**config.mk**
```make
export PLATFORM = sky130hd
export DESIGN_NAME = regn_univ
export DESIGN_NICKNAME = d
export VERILOG_FILES = /design/src/rtl/regn_univ.sv
export SDC_FILE = /design/constraint.sdc
export NUM_CORES = 1
export LEC_CHECK = 0
export CAP_MARGIN = 20
export CORE_ASPECT_RATIO = 0.75
export CORE_MARGIN = 3
export CORE_UTILIZATION = 40
export CTS_BUF_LIST = sky130_fd_sc_hd__clkbuf_8
export DETAILED_ROUTE_END_ITERATION = 10
export GPL_ROUTABILITY_DRIVEN = 0
export GPL_TIMING_DRIVEN = 0
export PLACE_DENSITY_LB_ADDON = 0.08
export SKIP_LAST_GASP = 1
export SYNTH_ARGS = -nofsm -noshare
export SYNTH_HDL_FRONTEND = slang
export SYNTH_SLANG_ARGS = --single-unit
```
**constraint.sdc**
```tcl
create_clock -name Clock -period 3.4 [get_ports Clock]
set_input_delay 0.85 -clock Clock [delete_from_list [all_inputs] [get_ports Clock]]
set_output_delay 0.85 -clock Clock [all_outputs]
set_load 0.05 [all_outputs]
```
**src/rtl/regn_univ.sv**
```systemverilog
// regn_univ: N-bit universal register.
// Single-cycle ops: hold, parallel load, shift left/right, rotate left/right,
// arithmetic shift right. Multi-cycle burst rotate-right by Amt positions,
// sequenced by a two-state FSM with a Busy/Done handshake.
// Optional feature macro: REGN_UNIV_PARITY_EN -- when defined, Par is a
// registered even-parity bit of Q; when undefined, Par is tied to 0.
module regn_univ #(
    parameter int unsigned N  = 8,
    parameter int unsigned AW = 3
) (
    input  logic          Clock,
    input  logic          Reset,
    input  logic          En,
    input  logic [2:0]    Mode,
    input  logic [N-1:0]  R,
    input  logic [AW-1:0] Amt,
    input  logic          SinL,
    input  logic          SinR,
    output logic [N-1:0]  Q,
    output logic          Busy,
    output logic          Done,
    output logic          Par
);

    typedef enum logic [0:0] {
        ST_IDLE  = 1'b0,
        ST_BURST = 1'b1
    } state_t;

    localparam logic [2:0] MODE_LOAD  = 3'b001;
    localparam logic [2:0] MODE_SHL1  = 3'b010;
    localparam logic [2:0] MODE_SHR1  = 3'b011;
    localparam logic [2:0] MODE_ROTL1 = 3'b100;
    localparam logic [2:0] MODE_ROTR1 = 3'b101;
    localparam logic [2:0] MODE_ASR1  = 3'b110;
    localparam logic [2:0] MODE_BURST = 3'b111;

    state_t        state_q, state_d;
    logic [AW-1:0] cnt_q,   cnt_d;
    logic [N-1:0]  q_q,     q_d;
    logic          busy_q,  busy_d;
    logic          done_q,  done_d;

    // State register and datapath flops; reset aborts any burst in progress
    always_ff @(posedge Clock or posedge Reset) begin
        if (Reset) begin
            state_q <= ST_IDLE;
            cnt_q   <= '0;
            q_q     <= '0;
            busy_q  <= 1'b0;
            done_q  <= 1'b0;
        end else begin
            state_q <= state_d;
            cnt_q   <= cnt_d;
            q_q     <= q_d;
            busy_q  <= busy_d;
            done_q  <= done_d;
        end
    end

    // Next-state, next-Q and handshake decode; Busy/Done default low
    always_comb begin
        state_d = state_q;
        cnt_d   = cnt_q;
        q_d     = q_q;
        busy_d  = 1'b0;
        done_d  = 1'b0;

        case (state_q)
            ST_IDLE: begin
                if (En) begin
                    case (Mode)
                        MODE_LOAD:  q_d = R;
                        MODE_SHL1:  q_d = {q_q[N-2:0], SinL};
                        MODE_SHR1:  q_d = {SinR, q_q[N-1:1]};
                        MODE_ROTL1: q_d = {q_q[N-2:0], q_q[N-1]};
                        MODE_ROTR1: q_d = {q_q[0], q_q[N-1:1]};
                        MODE_ASR1:  q_d = {q_q[N-1], q_q[N-1:1]};
                        MODE_BURST: begin
                            // A zero-length burst completes immediately
                            if (Amt == AW'(0)) begin
                                done_d = 1'b1;
                            end else begin
                                cnt_d   = Amt;
                                state_d = ST_BURST;
                                busy_d  = 1'b1;
                            end
                        end
                        default:    q_d = q_q;
                    endcase
                end
            end

            ST_BURST: begin
                // All command inputs are ignored while the burst runs
                q_d   = {q_q[0], q_q[N-1:1]};
                cnt_d = cnt_q - AW'(1);
                if (cnt_q == AW'(1)) begin
                    state_d = ST_IDLE;
                    done_d  = 1'b1;
                end else begin
                    busy_d  = 1'b1;
                end
            end

            default: begin
                state_d = ST_IDLE;
            end
        endcase
    end

    assign Q    = q_q;
    assign Busy = busy_q;
    assign Done = done_q;

`ifdef REGN_UNIV_PARITY_EN
    logic par_q;
    logic par_d;

    // Parity of the value Q is about to take, so Par tracks Q cycle for cycle
    always_comb begin
        par_d = ^q_d;
    end

    // Parity flop
    always_ff @(posedge Clock or posedge Reset) begin
        if (Reset) begin
            par_q <= 1'b0;
        end else begin
            par_q <= par_d;
        end
    end

    assign Par = par_q;
`else
    assign Par = 1'b0;
`endif

endmodule

```
After elaboration in Yosys (flattened, before gate mapping)
Index checks and enable logic that the tools add are counted.

word-level totals
  word-level logic and storage cells = 42
  input bits = 19
  flip-flop bits (word level) = 13
  output and inout port bits = 11

operators by class
  muxes and demuxes = 17
  equal/unequal tests = 14
  add/subtract/negate cells = 1
  bitwise operators = 1
  reduce and logical (&&, ||, !) cells = 4

operators by type and width
  cell                 count
  $pmux 8 s6           1
  $pmux 8 s2           1
  $eq 3x3->1 const B   4
  $mux 3               3
  $mux 1               8
  $mux 8               1
  $ne 7x1->1 const B   1
  $eq 3x1->1 const B   2
  $eq 3x2->1 const B   2
  $ne 2x2->1 const B   3
  $ne 6x1->1 const B   1
  $pmux 3 s2           1
  $reduce_and 3->1     2
  $pmux 1 s2           2
  $logic_not 3->1      1
  $sub 3x1->3 const B  1
  $ne 2x1->1 const B   1
  $reduce_and 2->1     1
  $not 1->1            1

Depth between registers and ports, before layout
Gate-level depths: netlist of the first run.

  word-level depth = 5
  depth in mapped cells = 6
  gate-level depth less buffers = 4

Worst setup path after synthesis of the first run
Ideal clock, no wire load.

  path type = input -> register
  from = in Mode[1]
  to = reg q_q[2] (netlist: Q[2])
  path slack = 1.540 ns
  required time = 3.333 ns
  path buffers = 1
  cell stages on the path = 5
  arrival time = 1.793 ns
  cell sequence = buf_6 > xnor2_1 > a211oi_1 > a2111oi_1 > a221o_1

on the way
  cells in the longest elaborated chain, start to end = 4
  elaborated cells between the ends (all ways) = 11
  those cells by class = eq/ne (7); mux (3); reduce/logical (1)

RTL lines
  what                                RTL line  RTL
  start: declaration                  14        input logic [2:0] Mode,
  $eq 3x3->1 (tied with other cells)  72        case (Mode)
  $pmux 8 s6                          72
  $mux 8                              71        if (En) begin
  $pmux 8 s2                          69        case (state_q)
  end signal: assignment              55        q_q <= q_d;
  end: declaration                    40        logic [N-1:0] q_q, q_d;

Parallel ways exist; a longest one is shown, timed or not. The select of a mux whose other input is x is not followed.
A chain may end at the register's enable or synchronous reset.

Worst setup path in the final report of the first run
  from = reg q_q[6] (netlist: Q[6])
  to = out Q[6]

RTL lines
  what              RTL line  RTL
  end: declaration  19        output logic [N-1:0] Q,

No word-level cell between the ends.

==> flow_summary.ini, run 1 <==
[run_status]
status = completed

[setup_path]
crit_family = buffers and inverters
cpPeakStageDelay_ps = 850
crit_arrival_ps = 1580
worst-path-buf-inv = 1
cp_num_cells = 1
path_cells = clkdlybuf4s50_1
reg2reg_depth = 5
required_ps = 2550
cpMaxStageDelayCell = clkdlybuf4s50_1
crit_type = reg -> out
crit_path_start_kind = register
r2r_slack_ps = 1760
endpoint_kind = primary output
crit_fanout = 7

[drt]
dr.pass1.iters = 4
wire_per_inst_um = 15.1
avgViaCountPerCell = 5.68
drt_iter0_drc = 33
drtAntennaViolNets = 0
num_vias = 1000
drt_wl_total_mm = 2.66
drc = 0

[clock_network]
cts_resized = 0
cts_tree = done
numCtsBuffers = 3
cts.clk_slew.worst_paths_ps = 50
cts_buffer_depth = 2
hold_buffers = 0
cts-root-buf = clkbuf_8
clk_latency_ps = 250
cts.sinks = 13
htreeDepth = 1
postCtsSetupRepairBufs = 0

[yosys]
synth_fp_nets = 133
ys_types = 41
synthCells = 112
ys_ff_latch = 13
avgSynthCellArea_sq_um = 8.88
yosysTopAreaCell = dfrtp_1
synth_area_leaders = dfrtp_1, a221o_1, a211oi_1, a21oi_1, a2111oi_1
yosys_warnings = 0
ys_seq_area_share_pct = 32.7
syn-cell-area_sq_um = 995
yosys.area.top_type_share_pct = 32.7

[grt]
grt_pass1_vias = 946
gr-total-overflow = 0
grt_util_all_layers_pct = 17.9
grt_pass1_wl_mm = 4.47
grt_max_degree = 14
antenna_found_initial = 0

[die]
start_util_pct = 45.8
core_sq_um = 2170
ioPinCount = 30
die_x_um = 63.6
dieArea_sq_um = 3130
die_y_um = 49.2
core.rowCount = 14

[pwr]
total_power_w = 0.00106
power_density_nw_per_um2 = 777
leakage_nw = 0.549
vdd_drop_max_mv = 0.519

[timing]
fin_worst_skew_ps = 3.61
finalHoldViolCount = 0
finalMaxSlewViolations = 0
post-route-min-period_ps = 2430
layout_setup_ws_ps = 974
fmax_mhz = 412
rsz0062_at_grt = no
finalSetupTns_ps = 0
slew_headroom_pct = 63.0
worstMarginPinSlew_ps = 552
finalCritPeriodShare_pct = 71.3
setup_viol = 0

[layout]
multi_input_area_sq_um = 584
syn2layout_area_growth_pct = 36.7
utilization_pct = 62.6
antennaDiodeCount = 0
regArea_sq_um = 325
fillers = 211
fin_area_sq_um = 1360
mostFrequentLayoutCell = clkdlybuf4s50_1
mostFrequentLayoutCells = clkdlybuf4s50_1, dfrtp_1, inv_1
drive_above_1_share_pct = 10.4
fin_nets = 166

[hold_path]
hp-class = reg -> reg
min_path_cells = 1

[place]
placed_cell_area_sq_um = 1320
dp_hpwl_mm = 2.04
port_buffers = 28
dp_slack_ps = 793

[job]
max_cap_viol_count = 0
[kinds of logic (layout without fill, tap and decap cells)]
kind of cell | count (synthesis) | in the layout | synth area share, %
other | 1 | 1 | 0.377
adder cells (fa/ha/maj) | 2 | 2 | 2.52
AO/OA/AOI/OAI | 43 | 43 | 33.0
buffers and inverters | 16 | 48 | 8.55
XOR/XNOR | 3 | 3 | 2.64
flip-flops | 13 | 13 | 32.7
multiplexers | 3 | 3 | 3.14
AND/OR/NAND/NOR | 31 | 31 | 17.1
[worst paths after layout]
kind	start	to
hold reg to reg	cnt_q[0]	cnt_q[0]
max in group asynchronous	Reset	Q[0]
min in group asynchronous	Reset	Q[1]
hold / removal	cnt_q[0]	cnt_q[0]
setup / recovery	Q[6]	Q[6]
setup reg to reg	Busy	Q[0]
[routing by layer]
metal  share of wire (%)  global-route usage, %  vias to the layer above
li1                    -                      -                      488
met5                   0                      0                        -
met2                  43                   26.5                       38
met4                0.60                   3.23                        0
met3                 7.6                   5.76                        5
met1                  48                   25.5                      469
[worst reg2reg max path: stages (launching register included)]
cell and delay, ps:
dfrtp_1 370, buf_2 180, and2b_2 280, nand2_2 110, a2111oi_0 460, a221o_1 170
[Yosys cell counts]
master / n
dfrtp_1: 13
inv_1: 8
nor2_1: 8
a21oi_1: 7
a211oi_1: 6
a221o_1: 6
nand2_1: 5
o21ai_1: 5
buf_4: 4
a2111oi_1: 3
a221oi_1: 3
nand3_1: 3
nor2b_1: 3
xnor2_1: 3
a21boi_0: 2
and2_1: 2
buf_2: 2
ha_1: 2
mux2i_1: 2
o21ai_0: 2
o31ai_1: 2
or3_1: 2
a2111oi_0: 1
a2111oi_2: 1
a311oi_1: 1
a31oi_1: 1
a31oi_2: 1
and2b_2: 1
and4_1: 1
buf_6: 1
clkbuf_1: 1
conb_1: 1
mux2_2: 1
nand2_2: 1
nand2b_1: 1
nand3b_1: 1
nor4bb_1: 1
o22ai_1: 1
o41ai_1: 1
or2_1: 1
or3b_1: 1
[final cells by class]
type / instances / share of cell area (%)
Clock inverter: 1 / 0.276
Timing Repair Buffer: 28 / 20.6
Inverter: 8 / 2.21
Sequential cell: 13 / 23.9
Clock buffer: 3 / 3.04
Buffer: 8 / 4.05
Tap cell: 32 / 2.94
Multi-Input combinational cell: 83 / 43.0
[sequential cells by signal, summed over array words and instances (netlist names)]
register,count
Q,8
cnt_q,3
Busy,1
Done,1
[metrics by stage]
stage | hold slack (ps) | instances
2_1_floorplan | 470 | 112
3_3_place_gp | 518 | 172
3_5_place_dp | 524 | 172
4_1_cts | 533 | 176
5_1_grt | 574 | 176
6_report | 541 | 176
[where the power goes]
group | internal, W | leakage, nW | switching, W
sequential | 0.000225 | 0.160 | 0.0000912
clock | 0.0000799 | 0.0269 | 0.0000574
combinational | 0.000241 | 0.362 | 0.000362
(Power assumes the default switching activity.)
==> run 2, diff against run 1 <==
Clock period 3.4 ns to 2.22 ns, I/O delays scaled along.
==> results of run 2 <==
Same layout as run 1 (identical final DEF). Status: completed.
Main changes from that run: setup slack after placement 793 ps -> -92.3 ps; setup slack after layout 974 ps -> 89.4 ps; register-to-register setup slack 1760 ps -> 580 ps; total power 0.00106 W -> 0.00162 W; worst IR drop on VDD 0.519 mV -> 0.795 mV
==> run 3, diff against run 2 <==
Settings changed: CTS_CLUSTER_DIAMETER set to 60, HOLD_SLACK_MARGIN set to 0.05.
==> results of run 3 <==
Same layout as run 1 (identical final DEF). Status: completed.
Main changes from that run: setup slack after placement 793 ps -> -92.3 ps; setup slack after layout 974 ps -> 89.4 ps; register-to-register setup slack 1760 ps -> 580 ps; total power 0.00106 W -> 0.00162 W; worst IR drop on VDD 0.519 mV -> 0.795 mV
